$ cat config.mk
export PLATFORM = sky130hd
export DESIGN_NAME = snake_dir_ctrl
export DESIGN_NICKNAME = d
export VERILOG_FILES = /design/src/rtl/snake_pkg.sv /design/src/rtl/snake_dir_ctrl_btn_debounce.sv /design/src/rtl/snake_dir_ctrl.sv
export SDC_FILE = /design/constraint.sdc
export NUM_CORES = 1
export LEC_CHECK = 0
export ABC_AREA = 1
export CAP_MARGIN = 40
export CORE_MARGIN = 2
export CORE_UTILIZATION = 50
export CTS_BUF_LIST = sky130_fd_sc_hd__clkbuf_2
export DETAILED_ROUTE_END_ITERATION = 8
export PLACE_DENSITY = 0.68
export RECOVER_POWER = 25
export SETUP_SLACK_MARGIN = 0.4
export SLEW_MARGIN = 15
export SYNTH_ARGS = -nofsm -noshare
export SYNTH_HDL_FRONTEND = slang
export SYNTH_HIERARCHICAL = 1
export SYNTH_SLANG_ARGS = --single-unit
$ cat constraint.sdc
create_clock -name clk -period 1.7 [get_ports clk]
set_input_delay 0.17 -clock clk [delete_from_list [all_inputs] [get_ports clk]]
set_output_delay 0.17 -clock clk [all_outputs]
set_load 0.005 [all_outputs]
$ cat src/rtl/snake_pkg.sv
// snake_pkg
// Types and helpers shared by the snake direction controller and the snake
// datapath.
//   dir_t        : movement direction, UP=0, DOWN=1, LEFT=2, RIGHT=3
//   ctrl_state_t : controller FSM state {IDLE, LISTEN, STEP}
//   opposite()   : returns the 180-degree reverse of a direction
package snake_pkg;

  typedef enum logic [1:0] {
    UP    = 2'd0,
    DOWN  = 2'd1,
    LEFT  = 2'd2,
    RIGHT = 2'd3
  } dir_t;

  typedef enum logic [1:0] {
    IDLE   = 2'd0,
    LISTEN = 2'd1,
    STEP   = 2'd2
  } ctrl_state_t;

  localparam int NUM_BTNS = 4;

  function automatic dir_t opposite(input dir_t d);
    dir_t r;
    case (d)
      UP:      r = DOWN;
      DOWN:    r = UP;
      LEFT:    r = RIGHT;
      default: r = LEFT;
    endcase
    return r;
  endfunction

endpackage

$ cat src/rtl/snake_dir_ctrl_btn_debounce.sv
// btn_debounce
// Conditions one raw asynchronous button: 2-flop synchroniser, debouncer and
// rising-edge detector.
//   clk   : system clock
//   rst   : asynchronous active-low reset
//   raw   : raw asynchronous button, active-high
//   level : debounced button level
//   press : one-cycle registered pulse on each debounced rising edge
module btn_debounce #(
  parameter int DEBOUNCE_CYCLES = 16
) (
  input  logic clk,
  input  logic rst,
  input  logic raw,
  output logic level,
  output logic press
);

  localparam int CW = (DEBOUNCE_CYCLES > 1) ? $clog2(DEBOUNCE_CYCLES) : 1;

  logic          sync1_q, sync1_d;
  logic          sync2_q, sync2_d;
  logic          level_q, level_d;
  logic          press_q, press_d;
  logic [CW-1:0] cnt_q,   cnt_d;

  // The count holds the number of consecutive cycles the synchronised value
  // has already differed from the debounced level; the level flips on the
  // cycle that would make it DEBOUNCE_CYCLES. Any agreeing cycle restarts it.
  always_comb begin
    sync1_d = raw;
    sync2_d = sync1_q;
    level_d = level_q;
    press_d = 1'b0;
    cnt_d   = '0;
    if (sync2_q != level_q) begin
      if (cnt_q == CW'(DEBOUNCE_CYCLES - 1)) begin
        level_d = sync2_q;
        press_d = sync2_q;
      end else begin
        cnt_d = cnt_q + 1'b1;
      end
    end
  end

  always_ff @(posedge clk or negedge rst) begin
    if (!rst) begin
      sync1_q <= 1'b0;
      sync2_q <= 1'b0;
      level_q <= 1'b0;
      press_q <= 1'b0;
      cnt_q   <= '0;
    end else begin
      sync1_q <= sync1_d;
      sync2_q <= sync2_d;
      level_q <= level_d;
      press_q <= press_d;
      cnt_q   <= cnt_d;
    end
  end

  assign level = level_q;
  assign press = press_q;

endmodule

$ cat src/rtl/snake_dir_ctrl.sv
// snake_dir_ctrl
// Direction controller and step scheduler for the snake game core.
// Debounces the four buttons, arbitrates presses (UP > DOWN > LEFT > RIGHT),
// rejects 180-degree reversals, paces play with a fixed listen window and
// offers each step to the datapath over a valid/ready handshake.
//   clk          : system clock
//   rst          : asynchronous active-low reset
//   up/down/left/right : raw buttons, active-high
//   game_over    : abort play, return to IDLE (highest precedence)
//   step_ready   : datapath accepts the offered step
//   step_valid   : a step in direction dir is offered
//   dir          : committed direction (UP=0, DOWN=1, LEFT=2, RIGHT=3)
//   is_listening : high while presses are accepted
//   running      : high when not IDLE
module snake_dir_ctrl
  import snake_pkg::*;
#(
  parameter int DEBOUNCE_CYCLES = 16,
  parameter int TICK_CYCLES     = 1000
) (
  input  logic       clk,
  input  logic       rst,
  input  logic       up,
  input  logic       down,
  input  logic       left,
  input  logic       right,
  input  logic       game_over,
  input  logic       step_ready,
  output logic       step_valid,
  output logic [1:0] dir,
  output logic       is_listening,
  output logic       running
);

  localparam int TW = (TICK_CYCLES > 1) ? $clog2(TICK_CYCLES) : 1;

  // Button vector indexed by direction encoding.
  logic [NUM_BTNS-1:0] raw_vec;
  logic [NUM_BTNS-1:0] level_vec;
  logic [NUM_BTNS-1:0] press_raw_vec;
  logic [NUM_BTNS-1:0] press_vec;

  assign raw_vec = {right, left, down, up};

  genvar gi;
  generate
    for (gi = 0; gi < NUM_BTNS; gi++) begin : g_btn
      btn_debounce #(
        .DEBOUNCE_CYCLES(DEBOUNCE_CYCLES)
      ) u_btn (
        .clk  (clk),
        .rst  (rst),
        .raw  (raw_vec[gi]),
        .level(level_vec[gi]),
        .press(press_raw_vec[gi])
      );
      // A press pulse always coincides with a high debounced level.
      assign press_vec[gi] = press_raw_vec[gi] & level_vec[gi];
    end
  endgenerate

  // Fixed-priority arbitration of same-cycle presses.
  logic any_press;
  dir_t arb_dir;

  always_comb begin
    any_press = |press_vec;
    if (press_vec[0])      arb_dir = UP;
    else if (press_vec[1]) arb_dir = DOWN;
    else if (press_vec[2]) arb_dir = LEFT;
    else                   arb_dir = RIGHT;
  end

  ctrl_state_t   state_q, state_d;
  logic [TW-1:0] cnt_q, cnt_d;
  dir_t          dir_q, dir_d;
  dir_t          pending_q, pending_d;
  logic          step_valid_q, step_valid_d;
  logic          is_listening_q, is_listening_d;
  logic          running_q, running_d;

  always_comb begin
    state_d   = state_q;
    cnt_d     = cnt_q;
    dir_d     = dir_q;
    pending_d = pending_q;

    case (state_q)
      IDLE: begin
        // Starting move is taken as-is; there is no previous heading yet.
        if (any_press) begin
          dir_d     = arb_dir;
          pending_d = arb_dir;
          cnt_d     = '0;
          state_d   = LISTEN;
        end
      end
      LISTEN: begin
        // Reversal is judged against the committed heading, not pending.
        if (any_press && (arb_dir != opposite(dir_q))) begin
          pending_d = arb_dir;
        end
        if (cnt_q == TW'(TICK_CYCLES - 1)) begin
          dir_d   = pending_d;
          state_d = STEP;
        end else begin
          cnt_d = cnt_q + 1'b1;
        end
      end
      STEP: begin
        if (step_ready) begin
          state_d   = LISTEN;
          cnt_d     = '0;
          pending_d = dir_q;
        end
      end
      default: begin
        state_d = IDLE;
        cnt_d   = '0;
      end
    endcase

    // game_over outranks any press or handshake in the same cycle.
    if (game_over) begin
      state_d   = IDLE;
      cnt_d     = '0;
      dir_d     = dir_q;
      pending_d = pending_q;
    end

    step_valid_d   = (state_d == STEP);
    is_listening_d = (state_d == LISTEN);
    running_d      = (state_d != IDLE);
  end

  always_ff @(posedge clk or negedge rst) begin
    if (!rst) begin
      state_q        <= IDLE;
      cnt_q          <= '0;
      dir_q          <= RIGHT;
      pending_q      <= RIGHT;
      step_valid_q   <= 1'b0;
      is_listening_q <= 1'b0;
      running_q      <= 1'b0;
    end else begin
      state_q        <= state_d;
      cnt_q          <= cnt_d;
      dir_q          <= dir_d;
      pending_q      <= pending_d;
      step_valid_q   <= step_valid_d;
      is_listening_q <= is_listening_d;
      running_q      <= running_d;
    end
  end

  assign step_valid   = step_valid_q;
  assign dir          = dir_q;
  assign is_listening = is_listening_q;
  assign running      = running_q;

endmodule
# After elaboration in Yosys (flattened, before gate mapping)

Index checks and enable logic that the tools add are counted.

Bits in registers: 51
Input port bits: 8
Logic and storage cells: 110
Output and inout bits: 5

Multiplexer cells: 37
Bitwise gates (word level): 5
Reductions and logical operators: 14
Equal/unequal tests: 22
Add/subtract/negate cells: 5

Operators by type and width:

| cell                                          | count |
|---|---|
| 2-to-1 mux 10 bit                             | 4 |
| 2-to-1 mux 4 bit                              | 8 |
| case mux 10 bit (3 select lines)              | 1 |
| 2-to-1 mux 2 bit                              | 11 |
| case mux 2 bit (3 select lines)               | 3 |
| adder 4 x 1 -> 4 bit, second input constant   | 4 |
| == test 4 bit, second input constant          | 4 |
| adder 10 x 1 -> 10 bit, second input constant | 1 |
| == test 10 bit, second input constant         | 1 |
| 2-to-1 mux 1 bit                              | 9 |
| inequality test 3 bit, second input constant  | 3 |
| AND reduction 2 bit                           | 4 |
| AND reduction 4 bit                           | 2 |
| == test 2 x 1 -> 1 bit, second input constant | 3 |
| == test 2 bit, second input constant          | 3 |
| inequality test 2 bit, second input constant  | 3 |
| AND 1 bit                                     | 4 |
| zero test 2 bit                               | 2 |
| inequality test 1 bit                         | 4 |
| case mux 2 bit (2 select lines)               | 1 |
| nonzero test 2 bit                            | 2 |
| OR reduction 4 bit                            | 1 |
| AND reduction 3 bit                           | 1 |
| nonzero test 3 bit                            | 1 |
| other kinds (3)                               | 3 |

# Longest topological paths before layout

Gate-level depths: netlist of run 1.

Depth after elaboration: 9
Mapped depth: 13

# Hierarchy

The synthesis of run 1 kept the hierarchy.

Modules (own cells, without submodules):

| module         | times used | cells each | seq. area each (sq um) | area an instance (sq um) |
|---|---|---|---|---|
| btn_debounce   | 4          | 33         | 200.2                  | 332.8 |
| snake_dir_ctrl | 1          | 172        | 480.5                  | 1,249.9 |

# Worst setup path before layout of run 1

No wires, ideal clock.

Path kind: register -> register
From: register cnt_q[0] (netlist name)
To: register cnt_q[7] (netlist name)
Path slack: 0.210 ns
Data required time: 1.578 ns
Cell stages (with the launch flop): 9
Library setup time: 0.122 ns
Path buffers: 0
Data arrival time: 1.368 ns
Cells stage by stage: dfrtp_1 > ha_1 > nand2_1 > nor3_2 > nand2_2 > nor2_4 > o21ai_1 > nand2_1 > a21boi_2

==> results of run 1 <==
[layer usage]
metal | track usage | wire length (um)
met1 | 0.2442 | 2210
met3 | 0.03968 | 111
met2 | 0.3343 | 2536
met5 | 0 | 0
met4 | 0.07602 | 85
[worst max-delay path by stage]
| stage | startpoint | end | slack [ps] |
|---|---|---|---|
| 4_1_cts | cnt_q[1] | cnt_q[3] | 190 |
| 2_1_floorplan | cnt_q[0] | cnt_q[3] | 240 |
| 6_report | cnt_q[0] | cnt_q[7] | 160 |
| 3_5_place_dp | cnt_q[0] | cnt_q[3] | 130 |
| 5_1_grt | cnt_q[1] | cnt_q[3] | 30 |
| 3_3_place_gp | cnt_q[5] | cnt_q[3] | 150 |
[flip-flops by register name, indices dropped and copies added (netlist names), 4 cells and up]
name and count:
g_btn.u_btn/sync1_q 4, cnt_q 10, g_btn.u_btn/cnt_q 16, g_btn.u_btn/level 4, g_btn.u_btn/sync2_q 4, g_btn.u_btn/press 4
[layout by cell type (no fill, tap or decap), types with 6 or more instances in the layout]
master and count:
nor2_2 10, nand2_2 25, nand2_4 6, inv_1 22, inv_2 13, nand2_1 48, dfrtp_1 47, a21oi_1 6
o21ai_1 8, clkbuf_2 7, a21oi_2 6, nor3_2 6, nand3_2 7, buf_4 21, nand3_1 18, nor2_1 35
[timing repair]
action / 4_1_cts / 5_1_grt
setup buffers: 18 / 4
resized for setup: 32 / 33
setup endpoints to repair: 24 / 21
pin swaps: 13 / 9
hold buffers: 1 / 0
endpoints found under the hold margin: 51 / 0
[critical path, stage by stage (launching register included)]
cell and delay (ps):
dfrtp_1 440, ha_2 210, nand2_4 90, nor3_4 40, nand2_2 100, nor2_4 50
o21ai_2 280, nand2_1 90, a21boi_2 160
[cell families (layout without fill, tap and decap cells)]
group / count (synthesis) / after routing / synth area share
buf+inv: 43 / 90 / 0.06447
fa+ha+maj: 9 / 9 / 0.04363
xor+xnor: 3 / 3 / 0.01018
compound gates: 27 / 27 / 0.05769
flops: 51 / 51 / 0.4964
simple gates: 171 / 171 / 0.3277
[power by group through the flow]
stage               logic (W)  clock network, W  registers [W]
floorplan           0.0000895                 0        0.00132
global placement     0.000165                 0        0.00133
detailed placement   0.000169                 0        0.00133
CTS                  0.000202          0.000672        0.00131
global route         0.000245          0.000694        0.00132
finish               0.000214          0.000636        0.00131
[per-stage QoR]
stage                     power (W)  hold WS [ps]  utilization  worst slack [ps]
after global placement     0.001493         180.7       0.5658             155.0
final                      0.002157         250.8       0.6412             162.9
after CTS                  0.002182         91.32       0.6194             186.9
after detailed placement   0.001500         181.9       0.5658             125.3
after floorplan            0.001410        -125.6            -             243.5
after global routing       0.002255         237.4       0.6412             31.15
[layout make-up]
type,count,area [um^2],area share
Multi-Input combinational cell,210,1301,0.4025
Sequential cell,51,1281,0.3963
Timing Repair Buffer,39,329.1,0.1018
Inverter,43,166.4,0.05147
Tap cell,70,87.58,0.02709
Clock inverter,3,42.54,0.01316
Clock buffer,5,25.02,0.007740
==> run_results.csv, run 1 <==
group,metric,value,unit
status,outcome,"finished clean",
layout,drive_gt1_frac,0.3704,
sta,slew_viol_final,0,
place,port_buffers,12,
grt,antenna_found_initial,0,
clock_tree,cts.sinks,51,
synthesis,synth_common_cells,"nand2_1, dfrtp_1, nor2_1",
power,seqPwrFrac,0.606,
setup_path,cp.required,2060,ps
synthesis,netlist_top_cells_area,"dfrtp_1, nand2_1, nor2_1",
sta,rsz0062_at_grt,"yes",
sta,maxSlewHeadroom,0.1826,
setup_path,endpoint_kind,"flip-flop",
clock_tree,cts_max_level,2,
synthesis,yosysMostFrequentCell,"nand2_1",
die,coreArea,5042,um^2
setup_path,startpoint_type,"flip-flop",
power,p_leak,1.545,nW
sta,layout_min_cycle_time,1537,ps
routing,ant_nets,0,
power,peakVddDrop,0.4963,mV
setup_path,rrSetupSlack,160,ps
layout,nets,367,
die,num_rows,26,
die,die-area,5753,um^2
routing,drt_iter0_markers,78,
layout,antenna_cells,0,
hold_path,holdPathEnd,"g_btn[2].u_btn/sync1_q",
synthesis,syn_area,2581,um^2
sta,hold_viol_final,0,
routing,routed-via-count,2070,
power,swShare,0.2516,
grt,first_global_vias,2042,
clock_tree,clock_latency,440,ps
power,power_density,667.2,nW/um^2
clock_tree,numCtsBuffers,5,
place,hpwlAfterDp,3.224,mm
run,maxCapViolCount,0,
setup_path,crit_path_max_fanout,6,
routing,drc,0,
layout,synthToLayoutAreaGrowth,25.25,%
sta,timing.setup.tns,0,ps
layout,stdcell_count,421,
die,num_io_pins,13,
synthesis,synth_edf_count,0,
sta,setup_viol,0,
hold_path,hold_depth,1,
grt,grt_first_pass_wirelength,8.542,mm
synthesis,avgSynthCellArea,8.491,um^2
layout,nFillCells,411,
sta,fin_crit_sh,0.9042,
synthesis,ys_warn_count,6,
synthesis,synth.distinct_cells,28,
hold_path,min-delay-start,"left",
synthesis,synth_top_area_share,0.4556,
clock_tree,path_clk_slew,260,ps
sta,max_freq,0.6506,GHz
die,fp.dieW,75.85,um
power,pwr-share-comb,0.099,
synthesis,syn-num-nets,321,
routing,drt-pass1-iter-count,4,
clock_tree,root_buffer,"clkbuf_2",
layout,finalInstanceArea,3233,um^2
place,dp.cells,390,
routing,detail_route.wl_per_cell,11.74,um
sta,skew,19.96,ps
setup_path,cp.arrival,1900,ps
place,placed_area,2853,um^2
power,intPower,0.001615,W
synthesis,seq_area_frac_synth,0.4964,
synthesis,synth_cells,304,
synthesis,yosysTopAreaCell,"dfrtp_1",
setup_path,reg2regPathDepth,8,
setup_path,r2r_start,"cnt_q[0]",
sta,tightest_slew,1226,ps
clock_tree,cts_tree,"built",
clock_tree,clockBufferDepth,2,
die,start_util,0.5119,
synthesis,synthArstFlopShare,1.000,
hold_path,hold_path.class,"input port to flip-flop",
grt,grt_overflow,0,
routing,drt-vias-per-instance,4.917,
synthesis,synth-seq-cells,51,
power,pwr-share-clk,0.295,
setup_path,crit_type,"flip-flop to flip-flop",
place,place.gp.congestion,0.8807,
grt,grt_max_degree,52,
synthesis,synth_top_flop_cell,"dfrtp_1",
die,dieHeight,75.85,um
grt,grt_use_total,0.1960,
routing,wl,4.943,mm
setup_path,r2r_end,"cnt_q[7]",
power,p_switching,0.0005427,W
Note: power is estimated with default switching activity, not from simulation.
==> inputs of run 2 (changes only) <==
Settings changed: CAP_MARGIN 40 to 10, CELL_PAD_IN_SITES_DETAIL_PLACEMENT set to 0, CELL_PAD_IN_SITES_GLOBAL_PLACEMENT set to 2, CORE_UTILIZATION 50 to 38, PLACE_DENSITY 0.68 to unset, PLACE_DENSITY_LB_ADDON set to 0.1.
==> run_results.csv, run 2 (synthesis gave the netlist of run 1 again) <==
group,metric,value,unit
die,fp.dieW,86.42,um
grt,first_global_vias,2072,
setup_path,crit_top_cell,"nor2_4",
clock_tree,clockBufferDepth,2,
clock_tree,path_clk_slew,260,ps
layout,regMostFlops,"g_btn.u_btn/cnt_q",
routing,routed-via-count,2081,
power,pwr-share-comb,0.104,
routing,detail_route.wl_per_cell,12.12,um
place,hpwlAfterDp,3.660,mm
sta,layout_min_cycle_time,1586,ps
sta,skew,13.59,ps
sta,rsz0062_at_grt,"yes",
grt,antenna_found_initial,0,
die,dieHeight,86.42,um
die,num_io_pins,13,
setup_path,crit_path_max_fanout,6,
layout,nFillCells,635,
layout,seqCellArea,1282,um^2
setup_path,critical-path-max-stage-delay,480,ps
clock_tree,clock_latency,430,ps
sta,timing.setup.tns,0,ps
place,port_buffers,12,
sta,maxSlewHeadroom,0.3621,
die,die-area,7468,um^2
sta,fin_crit_sh,0.9328,
setup_path,cp.required,2080,ps
sta,hold_viol_final,0,
layout,antenna_cells,0,
routing,wl,5.331,mm
setup_path,endpoint_kind,"flip-flop",
layout,synthToLayoutAreaGrowth,27.77,%
clock_tree,cts.sinks,51,
power,p_leak,1.572,nW
power,p_switching,0.0005319,W
layout,stdcell_count,440,
run,maxCapViolCount,0,
sta,tightest_slew,956.8,ps
routing,drt_iter0_markers,70,
setup_path,crit_type,"flip-flop to flip-flop",
setup_path,cpMaxStageDelayCell,"dfrtp_1",
power,power_density,606.7,nW/um^2
grt,grt_use_total,0.1488,
power,swShare,0.2658,
clock_tree,cts_max_level,2,
power,seqPwrFrac,0.652,
routing,drt-pass1-iter-count,4,
status,outcome,"finished clean",
die,start_util,0.3863,
layout,drive_gt1_frac,0.3583,
routing,ant_nets,0,
layout,multi_input_area,1287,um^2
grt,grt_overflow,0,
routing,drt-vias-per-instance,4.730,
place,place.gp.congestion,0.8985,
layout,largest_register_ffs,16,
routing,drc,0,
power,peakVddDrop,0.3073,mV
place,placed_area,2895,um^2
place,dp.cells,404,
clock_tree,cts_tree,"built",
layout,layout_common_cells,"nand2_1, dfrtp_1, nor2_1",
die,coreArea,6681,um^2
setup_path,path_cells,"ha_4 > nand2_4 > nor3_4 > nand2_2 > nor2_4 > nor2_4 > buf_4 > nand3_2 > nand2_1",
layout,finalInstanceArea,3298,um^2
die,num_rows,30,
layout,top_regs,"g_btn.u_btn/cnt_q: 16 flops, cnt_q: 10 flops",
setup_path,startpoint_type,"flip-flop",
power,pwr-share-clk,0.244,
sta,slew_viol_final,0,
grt,grt_first_pass_wirelength,8.901,mm
clock_tree,numCtsBuffers,5,
layout,nets,376,
setup_path,cp.arrival,1970,ps
sta,max_freq,0.6306,GHz
setup_path,rrSetupSlack,110,ps
sta,setup_viol,0,
clock_tree,root_buffer,"clkbuf_2",
hold_path,hold_path.class,"input port to flip-flop",
sta,hold_slack,271.7,ps
layout,final_common_cell,"nand2_1",
grt,grt_max_degree,37,
power,intPower,0.001469,W
run 2: cell types whose count changed in the layout (fill, tap and decap cells not counted), sizes merged:
| cell | before | now |
|---|---|---|
| clkinvlp | 0 | 1 |
| clkdlybuf4s15 | 3 | 2 |
| buf | 27 | 36 |
| inv | 36 | 35 |
| bufinv | 1 | 0 |
| clkbuf | 7 | 9 |
run 2: area by class of cell:
cell class	count	area share
inverter	43	0.05121
timing repair buffer	48	0.1263
multi-input combinational	210	0.3904
tap	80	0.03035
clock inverter	2	0.003794
sequential	51	0.3888
clock buffer	6	0.009105
run 2: stage by stage:
step           setup slack (ps)  utilization  power [W]
6_report                  114.2       0.4936   0.002001
5_1_grt                   17.86       0.4936   0.002113
4_1_cts                   142.0       0.4702   0.002015
3_5_place_dp              107.0       0.4333   0.001500
3_3_place_gp              116.4       0.4333   0.001501
2_1_floorplan             243.5            -   0.001410
run 2: critical path: cells and delay by family (launching register included):
| family | cells | cell delay (ps) |
|---|---|---|
| flip-flops | 1 | 480 |
| adder cells (fa/ha/maj) | 1 | 190 |
| AND/OR/NAND/NOR | 7 | 690 |
| buffers and inverters | 1 | 170 |
run 2: power by group through the flow:
stage / registers (W) / clock network [W] / logic (W)
6_report: 0.00130 / 0.000487 / 0.000209
2_1_floorplan: 0.00132 / 0 / 0.0000895
5_1_grt: 0.00131 / 0.000563 / 0.000238
3_5_place_dp: 0.00133 / 0 / 0.000171
3_3_place_gp: 0.00133 / 0 / 0.000171
4_1_cts: 0.00130 / 0.000512 / 0.000199
run 2: timing repair:
item | in CTS | in global routing
endpoints found under the hold margin | 47 | 0
endpoints found under the setup margin | 24 | 24
setup buffers | 17 | 10
pin swaps | 10 | 13
hold buffers | 1 | 0
gates resized for setup | 31 | 27
run 2: path summary, 6_finish.rpt:
path                                        start                     end  depth (start not counted)
min reg2reg                g_btn[3].u_btn/sync1_q  g_btn[3].u_btn/sync2_q                          0
max                                      cnt_q[0]                cnt_q[6]                          9
min in group asynchronous                     rst                cnt_q[7]                          2
max reg2reg                              cnt_q[0]                cnt_q[6]                          9
min                                          down  g_btn[1].u_btn/sync1_q                          1
max in group asynchronous                     rst            pending_q[1]                          3
run 2: metal layers:
layer,vias to the layer above,global-route usage,part of all wire
met5,-,0,0
met4,0,0.05682,0.023
met3,13,0.02762,0.021
met2,22,0.2671,0.50
met1,970,0.1758,0.45
li1,1076,-,-
==> inputs of run 3 (changes only) <==
Settings changed: CTS_CLUSTER_SIZE set to 25.
==> results of run 3 <==
The final DEF is identical to that of run 2; final timing and power are the same.
